===== src/rtl/clock_tree_gen.sv =====
// clock_tree_gen
//   Prescales GlobalClock into a slow Tick, then drives NR_OF_CHANNELS derived
//   clocks with runtime-programmable high/low tick counts. A run/step
//   controller lets the core free-run, freeze, or single-step one channel-0
//   period per Step press.
//
//   Optional feature macro: CLOCK_TREE_GEN_DEBOUNCE_EN
//     defined   -> synchronised Run/Step pass a 4-tick debouncer
//     undefined -> synchronised levels feed the state machine directly
//
// Ports:
//   GlobalClock  in   board clock, rising edge
//   nRST         in   asynchronous active-low reset
//   Run          in   1 = free-run, 0 = step mode (async pin)
//   Step         in   each rising edge requests one step (async pin)
//   HighTicks    in   per-channel high duration, channel k at [k*CNT_BITS +: CNT_BITS]
//   LowTicks     in   per-channel low duration, same packing
//   ClkOut       out  derived clock levels
//   PosEdge      out  1-cycle strobe aligned with ClkOut[k] rising
//   NegEdge      out  1-cycle strobe aligned with ClkOut[k] falling
//   Tick         out  prescaler strobe, always running
//   Running      out  1 while channels advance (RUN or STEP)
//   CycleCount   out  channel-0 rising edge count, wraps
module clock_tree_gen #(
  parameter int NR_OF_CHANNELS = 2,
  parameter int TICK_BITS      = 32,
  parameter int RELOAD_VALUE   = 1500000,
  parameter int CNT_BITS       = 8
) (
  input  logic                               GlobalClock,
  input  logic                               nRST,
  input  logic                               Run,
  input  logic                               Step,
  input  logic [NR_OF_CHANNELS*CNT_BITS-1:0] HighTicks,
  input  logic [NR_OF_CHANNELS*CNT_BITS-1:0] LowTicks,
  output logic [NR_OF_CHANNELS-1:0]          ClkOut,
  output logic [NR_OF_CHANNELS-1:0]          PosEdge,
  output logic [NR_OF_CHANNELS-1:0]          NegEdge,
  output logic                               Tick,
  output logic                               Running,
  output logic [15:0]                        CycleCount
);

  localparam logic [TICK_BITS-1:0] RELOAD_M1 = TICK_BITS'(RELOAD_VALUE - 1);
  localparam logic [TICK_BITS-1:0] TICK_ONE  = TICK_BITS'(1);
  localparam logic [CNT_BITS-1:0]  CNT_ONE   = CNT_BITS'(1);

  typedef enum logic [1:0] {S_IDLE, S_RUN, S_STEP} state_t;

  // Prescaler
  logic [TICK_BITS-1:0] presc_q, presc_d;
  logic                 tick;

  assign tick    = (presc_q == '0);
  assign presc_d = tick ? RELOAD_M1 : presc_q - TICK_ONE;

  // Input synchronisers and step edge detect
  logic [1:0] run_sync_q, step_sync_q;
  logic       run_lvl, step_lvl, step_prev_q, step_edge;

  always_ff @(posedge GlobalClock or negedge nRST) begin
    if (!nRST) begin
      run_sync_q  <= 2'b00;
      step_sync_q <= 2'b00;
      step_prev_q <= 1'b0;
    end else begin
      run_sync_q  <= {run_sync_q[0], Run};
      step_sync_q <= {step_sync_q[0], Step};
      step_prev_q <= step_lvl;
    end
  end

`ifdef CLOCK_TREE_GEN_DEBOUNCE_EN
  logic [1:0] db_raw, db_lvl;
  assign db_raw = {step_sync_q[1], run_sync_q[1]};

  // Each level only follows its input after 4 consecutive ticks of disagreement;
  // any cycle of agreement restarts the count.
  for (genvar gi = 0; gi < 2; gi++) begin : g_db
    logic [1:0] cnt_q;
    logic       lvl_q;
    always_ff @(posedge GlobalClock or negedge nRST) begin
      if (!nRST) begin
        cnt_q <= 2'd0;
        lvl_q <= 1'b0;
      end else if (db_raw[gi] == lvl_q) begin
        cnt_q <= 2'd0;
      end else if (tick) begin
        if (cnt_q == 2'd3) begin
          lvl_q <= db_raw[gi];
          cnt_q <= 2'd0;
        end else begin
          cnt_q <= cnt_q + 2'd1;
        end
      end
    end
    assign db_lvl[gi] = lvl_q;
  end

  assign run_lvl  = db_lvl[0];
  assign step_lvl = db_lvl[1];
`else
  assign run_lvl  = run_sync_q[1];
  assign step_lvl = step_sync_q[1];
`endif

  assign step_edge = step_lvl && !step_prev_q;

  // Channels
  logic                               running_q, advance, fall0;
  logic [NR_OF_CHANNELS*CNT_BITS-1:0] cnt_q, cnt_d;
  logic [NR_OF_CHANNELS-1:0]          phase_q, phase_d, pos_q, pos_d, neg_q, neg_d, toggle;
  logic [15:0]                        cycle_q;

  assign advance = tick && running_q;

  for (genvar gi = 0; gi < NR_OF_CHANNELS; gi++) begin : g_ch
    logic [CNT_BITS-1:0] cur, len, load;
    assign cur = cnt_q[gi*CNT_BITS +: CNT_BITS];
    // Length of the phase being entered: currently high -> going low.
    assign len = phase_q[gi] ? LowTicks[gi*CNT_BITS +: CNT_BITS]
                             : HighTicks[gi*CNT_BITS +: CNT_BITS];
    // A programmed 0 behaves like 1.
    assign load       = (len == '0) ? '0 : len - CNT_ONE;
    assign toggle[gi] = advance && (cur == '0);
    assign cnt_d[gi*CNT_BITS +: CNT_BITS] = !advance   ? cur  :
                                            toggle[gi] ? load : cur - CNT_ONE;
    assign phase_d[gi] = phase_q[gi] ^ toggle[gi];
    assign pos_d[gi]   = toggle[gi] && !phase_q[gi];
    assign neg_d[gi]   = toggle[gi] && phase_q[gi];
  end

  assign fall0 = toggle[0] && phase_q[0];

  always_ff @(posedge GlobalClock or negedge nRST) begin
    if (!nRST) begin
      presc_q <= RELOAD_M1;
      cnt_q   <= '0;
      phase_q <= '0;
      pos_q   <= '0;
      neg_q   <= '0;
      cycle_q <= 16'd0;
    end else begin
      presc_q <= presc_d;
      cnt_q   <= cnt_d;
      phase_q <= phase_d;
      pos_q   <= pos_d;
      neg_q   <= neg_d;
      if (pos_d[0]) cycle_q <= cycle_q + 16'd1;
    end
  end

  // Run/step controller; Running is registered alongside the state.
  state_t state_q;

  always_ff @(posedge GlobalClock or negedge nRST) begin
    if (!nRST) begin
      state_q   <= S_IDLE;
      running_q <= 1'b0;
    end else begin
      case (state_q)
        S_IDLE: begin
          if (run_lvl) begin
            state_q   <= S_RUN;
            running_q <= 1'b1;
          end else if (step_edge) begin
            state_q   <= S_STEP;
            running_q <= 1'b1;
          end
        end
        S_RUN: begin
          if (!run_lvl) begin
            state_q   <= S_IDLE;
            running_q <= 1'b0;
          end
        end
        S_STEP: begin
          if (run_lvl) begin
            state_q   <= S_RUN;
          end else if (fall0) begin
            // Leave on the same edge that drops ClkOut[0].
            state_q   <= S_IDLE;
            running_q <= 1'b0;
          end
        end
        default: begin
          state_q   <= S_IDLE;
          running_q <= 1'b0;
        end
      endcase
    end
  end

  assign ClkOut     = phase_q;
  assign PosEdge    = pos_q;
  assign NegEdge    = neg_q;
  assign Tick       = tick;
  assign Running    = running_q;
  assign CycleCount = cycle_q;

endmodule


===== config.mk =====
export PLATFORM = sky130hd
export DESIGN_NAME = clock_tree_gen
export DESIGN_NICKNAME = d
export VERILOG_FILES = /design/src/rtl/clock_tree_gen.sv
export SDC_FILE = /design/constraint.sdc
export NUM_CORES = 1
export LEC_CHECK = 0
export CORE_MARGIN = 5
export CORE_UTILIZATION = 60
export DETAILED_ROUTE_END_ITERATION = 12
export MAX_ROUTING_LAYER = met4
export PLACE_DENSITY_LB_ADDON = 0.1
export SKIP_LAST_GASP = 1
export SLEW_MARGIN = 20
export SYNTH_ARGS = -nofsm -noshare
export SYNTH_HDL_FRONTEND = slang
export SYNTH_SLANG_ARGS = --single-unit
export TNS_END_PERCENT = 5

===== constraint.sdc =====
create_clock -name GlobalClock -period 8.25 [get_ports GlobalClock]
set_clock_uncertainty 0.2 [all_clocks]
set_input_delay 2.475 -clock GlobalClock [delete_from_list [all_inputs] [get_ports GlobalClock]]
set_output_delay 2.475 -clock GlobalClock [all_outputs]
set_load 0.02 [all_outputs]

## Word level (Yosys, flattened, before mapping)

Index checks and enable logic that the tools add are counted.

| word-level totals | value |
|---|---|
| register bits after elaboration | 78 |
| latch bits | 0 |
| memory bits (writable) | 0 |
| bits in read-only memories | 0 |
| input port bits | 36 |
| output and inout bits | 24 |
| word-level logic and storage cells | 64 |
| memories | 0 |

| operators by class | value |
|---|---|
| add/sub/neg operators | 6 |
| multiply operators | 0 |
| div/mod/pow operators | 0 |
| magnitude comparators | 0 |
| equality and inequality tests | 7 |
| shift operators | 0 |
| mux-type cells | 19 |
| bitwise logic cells | 2 |
| reductions and logical operators | 19 |

Operators with widths:

| operator | number |
|---|---|
| 8-bit 2-to-1 mux | 6 |
| 32-bit zero test | 1 |
| 8-bit zero test | 4 |
| 32-bit 2-to-1 mux | 1 |
| 32-bit by 1-bit subtractor with 32-bit output (second input constant) | 1 |
| 8-bit by 1-bit subtractor with 8-bit output (second input constant) | 4 |
| 16-bit by 1-bit adder with 16-bit output (second input constant) | 1 |
| 2-bit 2-to-1 mux | 5 |
| 1-bit logical AND | 8 |
| 2-bit != test (second input constant) | 3 |
| 3-bit != test (second input constant) | 2 |
| 2-bit case mux with 3 select lines | 1 |
| 1-bit 2-to-1 mux | 5 |
| 4-bit AND reduction | 1 |
| 1-bit zero test | 3 |
| 1-bit case mux with 3 select lines | 1 |
| 3-bit AND reduction | 1 |
| 2-bit by 1-bit == test with 1-bit output (second input constant) | 1 |
| 2-bit == test (second input constant) | 1 |
| 2-bit zero test | 1 |
| 1-bit bitwise XOR | 2 |

## Longest topological paths before layout

Gate-level depths: netlist of the first run.

| logic depth | value |
|---|---|
| depth after elaboration | 7 |
| depth in mapped cells | 13 |
| gate-level depth less buffers | 12 |

## Worst setup path after synthesis of the first run

Ideal clock, no wire load.

| timing | value |
|---|---|
| path type | flip-flop to output port |
| from | register presc_q[7] |
| to | output port Tick |
| data arrival time | 1889 ps |
| data required time | 5575 ps |
| slack | 3686 ps |
| cell stages (with the launch flop) | 6 |
| path buffers | 1 |
| path through | dfrtp_1 > or4_4 > nor4b_4 > nand2_1 > nor2_1 > buf_2 |

| on the way | value |
|---|---|
| word-level cells in the longest chain between the ends | 1 |

RTL lines:

| element | line | text |
|---|---|---|
| start: declaration | 51 | `logic [TICK_BITS-1:0] presc_q, presc_d;` |
| start signal: assignment | 144 | `presc_q <= presc_d;` |
| 32-bit zero test | 54 | `assign tick = (presc_q == '0);` |
| end: declaration | 39 | `output logic Tick,` |

No other way between the ends.

## Worst setup path after layout of the first run

Same ends and word-level chain as after synthesis.

==> results of run 1 <==
-- state kept, by name, indices dropped and copies added, names as in the netlist --
register and flops:
presc_q 32, PosEdge 2, state_q 2, cnt_q 16
CycleCount 16, Running 1, NegEdge 2, step_prev_q 1
step_sync_q 2, ClkOut 2, run_sync_q 2
-- cells in the mapped netlist (4+ instances only) --
cell type	n	area, um^2
nor3b_1	6	45.0
or4_1	8	60.1
o21ai_0	16	80.1
mux2_2	4	45.0
inv_1	19	71.3
nand4_1	14	87.6
or3_1	5	31.3
clkbuf_1	12	45.0
xor2_1	28	245
nor3_1	21	105
dfrtp_1	64	1600
xnor2_1	20	175
ha_1	14	175
mux2i_1	19	190
nand4b_1	4	35.0
dfstp_2	14	368
nand3_1	19	95.1
nor4_1	14	87.6
nand3b_1	5	37.5
nand2_1	38	143
nor2_1	57	214
a21oi_1	15	75.1
o31ai_1	7	52.6
-- routing by layer --
| metal | wire (um) | GRT usage, % |
|---|---|---|
| met4 | 104 | 7.46 |
| met5 | 0 | - |
| met1 | 4200 | 26.8 |
| met2 | 4750 | 36.6 |
| met3 | 303 | 4.22 |
-- area by class of cell --
class / count / area, um^2
multi-input combinational: 359 / 2340
timing repair buffer: 60 / 596
sequential: 78 / 1970
fill: 557 / 1980
inverter: 19 / 71.3
tap: 99 / 124
clock inverter: 7 / 55.1
clock buffer: 9 / 124
-- kinds of logic (layout without fill, tap and decap cells) --
family / count (synthesis) / after routing / share of synthesized area [%]
compound gates: 60 / 60 / 8.50
fa+ha+maj: 14 / 14 / 3.94
xor+xnor: 48 / 48 / 9.45
flops: 78 / 78 / 44.3
simple gates: 214 / 214 / 25.3
mux: 23 / 23 / 5.29
buf+inv: 36 / 95 / 3.21
-- through the flow --
stage / util [%] / hold slack (ps) / setup slack, ps / cell area [um^2]
finish: 72.7 / 161 / 1800 / 5280
global route: 72.7 / 161 / 1540 / 5280
CTS: 72.7 / 155 / 1790 / 5280
detailed placement: 70.3 / 136 / 2210 / 5100
global placement: 70.3 / 138 / 2300 / 5100
floorplan: - / 131 / 3690 / 4450
-- report_power, final --
group	internal [W]	leakage [nW]	total, W	switching [W]
registers	0.000385	0.939	0.000389	0.00000397
clock network	0.000112	0.0866	0.000262	0.000149
logic	0.0000241	1.14	0.0000468	0.0000227
-- worst max path at each step --
| stage | startpoint | to | cells after the start |
|---|---|---|---|
| 2_1_floorplan | presc_q[7] | Tick | 5 |
| 4_1_cts | presc_q[7] | Tick | 5 |
| 3_5_place_dp | presc_q[7] | Tick | 5 |
| 5_1_grt | presc_q[7] | Tick | 5 |
| 6_report | presc_q[7] | Tick | 5 |
| 3_3_place_gp | presc_q[7] | Tick | 5 |
==> impl_metrics.toml, run 1 <==
[run_status]
status = "completed"

[floorplanning]
die-area_mm2 = 0.00924
placementRows = 31
die_h_um = 96.1
core-area_mm2 = 0.00725
die_x_um = 96.1
start_util_pct = 61.3
pin_count = 60

[route]
routed-via-count = 3649
first_pass_iters = 4
routed_wl_mm = 9.36
wl_per_cell_um = 14.8
drc_errors = 0
ant_nets = 0
drtIter0Drc = 124
vias_per_cell = 5.78

[timing]
hold_viol = 0
rsz0062_at_grt = "no"
setup_viol = 0
period_minus_slack_ps = 6450
maxSlewViolCount = 0
max_freq_ghz = 0.155
finalSetupTns_ps = 0
period_share_pct = 78.2
worst_slew_pin_slew_ps = 930
timing.slew.headroom_pct = 38.0

[setup_path]
slowest_delay_ps = 770
arrival_ps = 3770
crit_slowest_cell = "nor4b_4"
r2r-end = "CycleCount[13]"
endpoint_kind = "output port"
path_buf_inv = 1
start_kind = "flip-flop"
cp_top_family = "simple AND/OR/NAND/NOR gates"
path_class = "flip-flop to output port"
cp_max_fo = 17
crit_required_ps = 5580
reg2reg_slack_ps = 3770
crit_chain = "or4_4 -> nor4b_4 -> nand2_1 -> nor2_1 -> clkdlybuf4s50_1"
r2r_cells = 10
reg2reg_from = "presc_q[7]"

[pwr]
p_total_w = 0.000697
peakVddDrop_mv = 0.0657
p_leak_nw = 2.17
power_density_mw_per_mm2 = 132

[logic_synthesis]
synth_fp_nets = 523
synth_seq_cells = 78
async_flop_share_pct = 100
synth_area_per_cell_um2 = 9.40
syn_area_mm2 = 0.00445
yosysUniqueCellTypes = 50
ys_warn_count = 0
synth_flop_cell = "dfrtp_1"
synth-edff-count = 0
netlist_instances = 473
yosysSeqAreaShare_pct = 44.3

[clock_tree]
cts_buffer_depth = 2
clk_pin_slew_ps = 90
clock-sinks = 78
cts_tree = "done"
insertion_delay_ps = 350
cts_buffers = 9
htreeDepth = 3
root_buffer = "clkbuf_8"
hold_buffers = 0
post_cts_buffers = 0
post_cts_resized = 0

[worst_hold_path]
hold_path_class = "flip-flop to flip-flop"
hold_end = "step_sync_q[1]"
holdCritStartpoint = "step_sync_q[0]"
whs_path_depth = 0

[grt]
antenna_found_initial = 0
grt_overflow = 0
grt_start_max_net_pins = 79
grt_pass1_vias = 3601
grt_pass1_wl_mm = 15.6
grt_usage_pct = 22.0

[place]
port-buffer-count = 59
dpl.cell_count = 615
hpwl_mm = 6.91
gp_congestion = 0.866

[cells_and_area]
layout_commonest_cell = "dfrtp_1"
diodes = 0
synthToLayoutAreaGrowth_pct = 18.6
nets = 577
drive_above_1_share_pct = 7.89
instances_no_fill = 631
final_cell_mix = "dfrtp_1, clkdlybuf4s50_1, nor2_1, nand2_1, xor2_1"

[run]
maxCapViolCount = 0
Note: power is estimated with default switching activity, not from simulation.
==> run 2: changes to the inputs <==
CORE_UTILIZATION = 50   (was 60)
clock period = 5.8 ns   (was 8.25 ns; I/O delays follow)
==> run 2 against run 1 <==
Net effect:
- core utilization fell by 12 points
- non-clock buffer count rose by 2
- cell count rose by 1.7%
- combinational power rose by 41%
- routed wire length fell by 1.3%
- setup slack got worse by 870 ps
==> impl_metrics.toml, run 2 (same netlist as run 1, synthesis figures left out) <==
[run_status]
status = "completed"

[timing]
finalSetupTns_ps = 0
setup_viol = 0
period_minus_slack_ps = 4870
max_freq_ghz = 0.205
postLayoutSetupSlackWorst_ps = 931
hold_viol = 0
worst_slew_pin_slew_ps = 948
maxSlewViolCount = 0
rsz0062_at_grt = "no"
timing.slew.headroom_pct = 36.8
period_share_pct = 83.9

[clock_tree]
cts_tree = "done"
clock-sinks = 78
htreeDepth = 3
hold_buffers = 0
cts_buffer_depth = 2
cts_buffers = 9
root_buffer = "clkbuf_8"
post_cts_resized = 0
clk_pin_slew_ps = 80
post_cts_buffers = 0
insertion_delay_ps = 350

[cells_and_area]
largest-register = "presc_q"
final_cell_mix = "dfrtp_1, clkdlybuf4s50_1, nor2_1, nand2_1, xor2_1"
fillCellCount = 762
diodes = 0
drive_above_1_share_pct = 8.24
largest_reg_flops = 32
layout_commonest_cell = "dfrtp_1"
synthToLayoutAreaGrowth_pct = 19.2
nets = 579

[pwr]
power_density_mw_per_mm2 = 187
p_leak_nw = 2.18
peakVddDrop_mv = 0.126

[place]
dpl_worst_slack_ps = 1320
hpwl_mm = 6.85
gp_congestion = 0.812
port-buffer-count = 59

[route]
ant_nets = 0
routed_wl_mm = 9.24
wl_per_cell_um = 14.4
vias_per_cell = 5.60
drc_errors = 0
routed-via-count = 3594
drtIter0Drc = 104
first_pass_iters = 4

[floorplanning]
core-area_mm2 = 0.00868
placementRows = 34
die_x_um = 104
start_util_pct = 51.3
die_h_um = 104
die-area_mm2 = 0.0109
pin_count = 60

[setup_path]
endpoint_kind = "output port"
r2r_cells = 11
crit_chain = "or4_4 -> nor4b_4 -> buf_4 -> nand2_1 -> nor2_1 -> buf_4 -> clkdlybuf4s50_1"
reg2reg_slack_ps = 1750
r2r-end = "CycleCount[13]"
crit_slowest_cell = "clkdlybuf4s50_1"
crit_start = "presc_q[7]"
cp_max_fo = 17
crit_required_ps = 3860
path_class = "flip-flop to output port"
start_kind = "flip-flop"
timing.critical_path.mode_cell = "buf_4"
arrival_ps = 2930
slowest_delay_ps = 620
reg2reg_from = "presc_q[7]"

[run]
maxCapViolCount = 0

[grt]
grt_overflow = 0
grt_pass1_vias = 3548
antenna_found_initial = 0
grt_usage_pct = 18.0
grt_pass1_wl_mm = 16.2
grt_start_max_net_pins = 79

[worst_hold_path]
holdCritStartpoint = "run_sync_q[0]"
whs_path_depth = 0
hold_end = "run_sync_q[1]"
hold_path_class = "flip-flop to flip-flop"
==> run 2: power by group <==
part           internal [W]  switching, W
registers          0.000548    0.00000531
logic             0.0000342     0.0000321
clock network      0.000160      0.000215
==> run 2: per-layer routing <==
metal  track usage (%)  share of wire, %  vias to the layer above
met4              5.00               1.0                        0
li1                  -                 -                     1802
met1              23.5                47                     1728
met2              28.6                49                       56
met3              3.41               3.2                        8
met5                 -                 0                        -
==> run 2: worst max path at each step <==
| stage | slack (ps) | end | cells past startpoint |
|---|---|---|---|
| floorplan | 1970 | Tick | 5 |
| global placement | 1350 | Tick | 7 |
| detailed placement | 1320 | Tick | 7 |
| CTS | 920 | Tick | 7 |
| global route | 780 | Tick | 7 |
| finish | 930 | Tick | 7 |
==> run 2: final cells by class <==
cell class | count | area [um^2] | area share (%)
inverters | 19 | 71.3 | 1.34
multi-input cells | 359 | 2340 | 44.0
clock inverters | 7 | 57.6 | 1.09
well taps | 108 | 135 | 2.55
repair buffers | 62 | 611 | 11.5
clock buffers | 9 | 124 | 2.34
flip-flops and latches | 78 | 1970 | 37.1
==> run 2: critical path, delay by kind of cell (launching register included) <==
family / cells / cell delay [ps]
buffers and inverters: 3 / 1070
AND/OR/NAND/NOR: 4 / 1060
flip-flops: 1 / 440
==> run 2: through the flow <==
step / util [%] / std cells / hold slack [ps] / total power (W) / instance area (um^2)
after floorplan: - / 473 / 131 / 0.000585 / 4450
after global placement: 59.0 / 626 / 140 / 0.000630 / 5120
after detailed placement: 59.0 / 626 / 136 / 0.000631 / 5120
after CTS: 61.1 / 642 / 155 / 0.00101 / 5300
after global routing: 61.1 / 642 / 175 / 0.00104 / 5300
final: 61.1 / 642 / 154 / 0.000994 / 5300
==> run 3: changes to the inputs <==
CORE_UTILIZATION = 55   (was 50)
clock period = 4.9 ns   (was 5.8 ns; I/O delays follow)
==> run 3 against run 2 <==
Net effect:
- sequential share of layout area hardly changed
- critical path type unchanged
- sequential power is 18% higher
- worst hold slack worse by 2.9 ps
- clock power is 18% higher
- die area is 8.2% lower
==> impl_metrics.toml, run 3 (same netlist as run 1, synthesis figures left out) <==
[run_status]
status = "completed"

[timing]
period_share_pct = 89.3
timing.slew.headroom_pct = 37.3
max_freq_ghz = 0.228
maxSlewViolCount = 0
setup_viol = 0
hold_viol = 0
rsz0062_at_grt = "no"
period_minus_slack_ps = 4380
finalSetupTns_ps = 0
worst_slew_pin_slew_ps = 940

[route]
routed-via-count = 3649
drtIter0Drc = 138
routed_wl_mm = 9.36
drc_errors = 0
first_pass_iters = 4
ant_nets = 0
wl_per_cell_um = 14.7
vias_per_cell = 5.74

[clock_tree]
root_buffer = "clkbuf_8"
post_cts_buffers = 0
post_cts_resized = 0
insertion_delay_ps = 350
cts_buffer_depth = 2
clk_pin_slew_ps = 80
hold_buffers = 0
clock-sinks = 78
cts_tree = "done"
cts_buffers = 9
htreeDepth = 3

[grt]
grt_pass1_wl_mm = 16.0
grt_usage_pct = 20.1
grt_start_max_net_pins = 79
antenna_found_initial = 0
grt_overflow = 0
grt_pass1_vias = 3547

[worst_hold_path]
hold_path_class = "flip-flop to flip-flop"

[cells_and_area]
synthToLayoutAreaGrowth_pct = 19.2
postLayoutCellArea_mm2 = 0.00530
diodes = 0
layout_commonest_cell = "dfrtp_1"
largest_reg_flops = 32
drive_above_1_share_pct = 8.24
multiInputGateArea_mm2 = 0.00234
final_cell_mix = "dfrtp_1, clkdlybuf4s50_1, nor2_1, nand2_1, xor2_1"
largest-register = "presc_q"
fillCellCount = 637
nets = 579
seq_area_mm2 = 0.00197

[setup_path]
slowest_delay_ps = 640
cp_top_family = "simple AND/OR/NAND/NOR gates"
cp_max_fo = 5
start_kind = "flip-flop"
endpoint_kind = "output port"
crit_slowest_cell = "clkdlybuf4s50_1"
path_class = "flip-flop to output port"
path_buf_inv = 1
arrival_ps = 2710
crit_required_ps = 3230
crit_chain = "or4_1 -> or3_1 -> nor2_1 -> clkdlybuf4s50_1"

[floorplanning]
die_x_um = 99.9
die-area_mm2 = 0.00999
die_h_um = 99.9
pin_count = 60
start_util_pct = 57.0
placementRows = 32
core-area_mm2 = 0.00781

[place]
hpwl_mm = 6.89
port-buffer-count = 59
dpl_cell_area_mm2 = 0.00511
gp_congestion = 0.799

[pwr]
power_density_mw_per_mm2 = 222
p_leak_nw = 2.18
p_total_w = 0.00118
peakVddDrop_mv = 0.140

[run]
maxCapViolCount = 0
[run 3: final cells by class]
type	count	share of cell area, %
tap	102	2.41
clock buffer	11	2.86
sequential	78	37.2
clock inverter	5	0.637
inverter	19	1.35
timing repair buffer	62	11.5
multi-input combinational	359	44.1
[run 3: worst paths after layout]
path                          startpoint        endpoint  slack, ps  depth (start not counted)
setup / recovery             presc_q[19]            Tick        520                          4
max in group asynchronous           nRST   run_sync_q[0]       2830                          1
hold reg to reg            run_sync_q[0]   run_sync_q[1]        150                          0
hold / removal             run_sync_q[0]   run_sync_q[1]        150                          0
setup reg to reg              presc_q[7]  CycleCount[13]        970                         11
min in group asynchronous           nRST     presc_q[19]       1070                          1
[run 3: metrics by stage]
stage                     setup slack [ps]  cells  utilization [%]  hold slack [ps]
after floorplan                       1340    473                -              131
after global placement                 967    620             65.5              138
after detailed placement               916    620             65.5              136
after CTS                              520    636             67.9              153
after global routing                   426    636             67.9              159
final                                  523    636             67.9              151
[run 3: report_power, final]
group	total [W]	leakage [nW]	internal, W	switching [W]
combinational	0.0000788	1.15	0.0000406	0.0000382
clock	0.000443	0.0913	0.000211	0.000232
sequential	0.000655	0.939	0.000648	0.00000633
total	0.00118	2.18	0.000900	0.000277
[run 3: worst register-to-register path, stage by stage (launching register included)]
cell and delay [ps]:
dfrtp_1 430, or4_4 580, nor4b_4 290, buf_4 250
nand4_1 460, nor2_1 300, ha_1 340, nand3_1 140
nor3_1 360, and2_1 220, nand4_1 120, xnor2_1 140
[run 3: routing by layer]
layer / up-vias / GRT usage (%) / routed length (um) / share of wire, %
met5: - / - / 0 / 0
met4: 0 / 6.83 / 112 / 1.2
met3: 8 / 3.68 / 272 / 2.9
met2: 57 / 32.9 / 4690 / 50
met1: 1789 / 25.2 / 4290 / 46
li1: 1795 / - / - / -
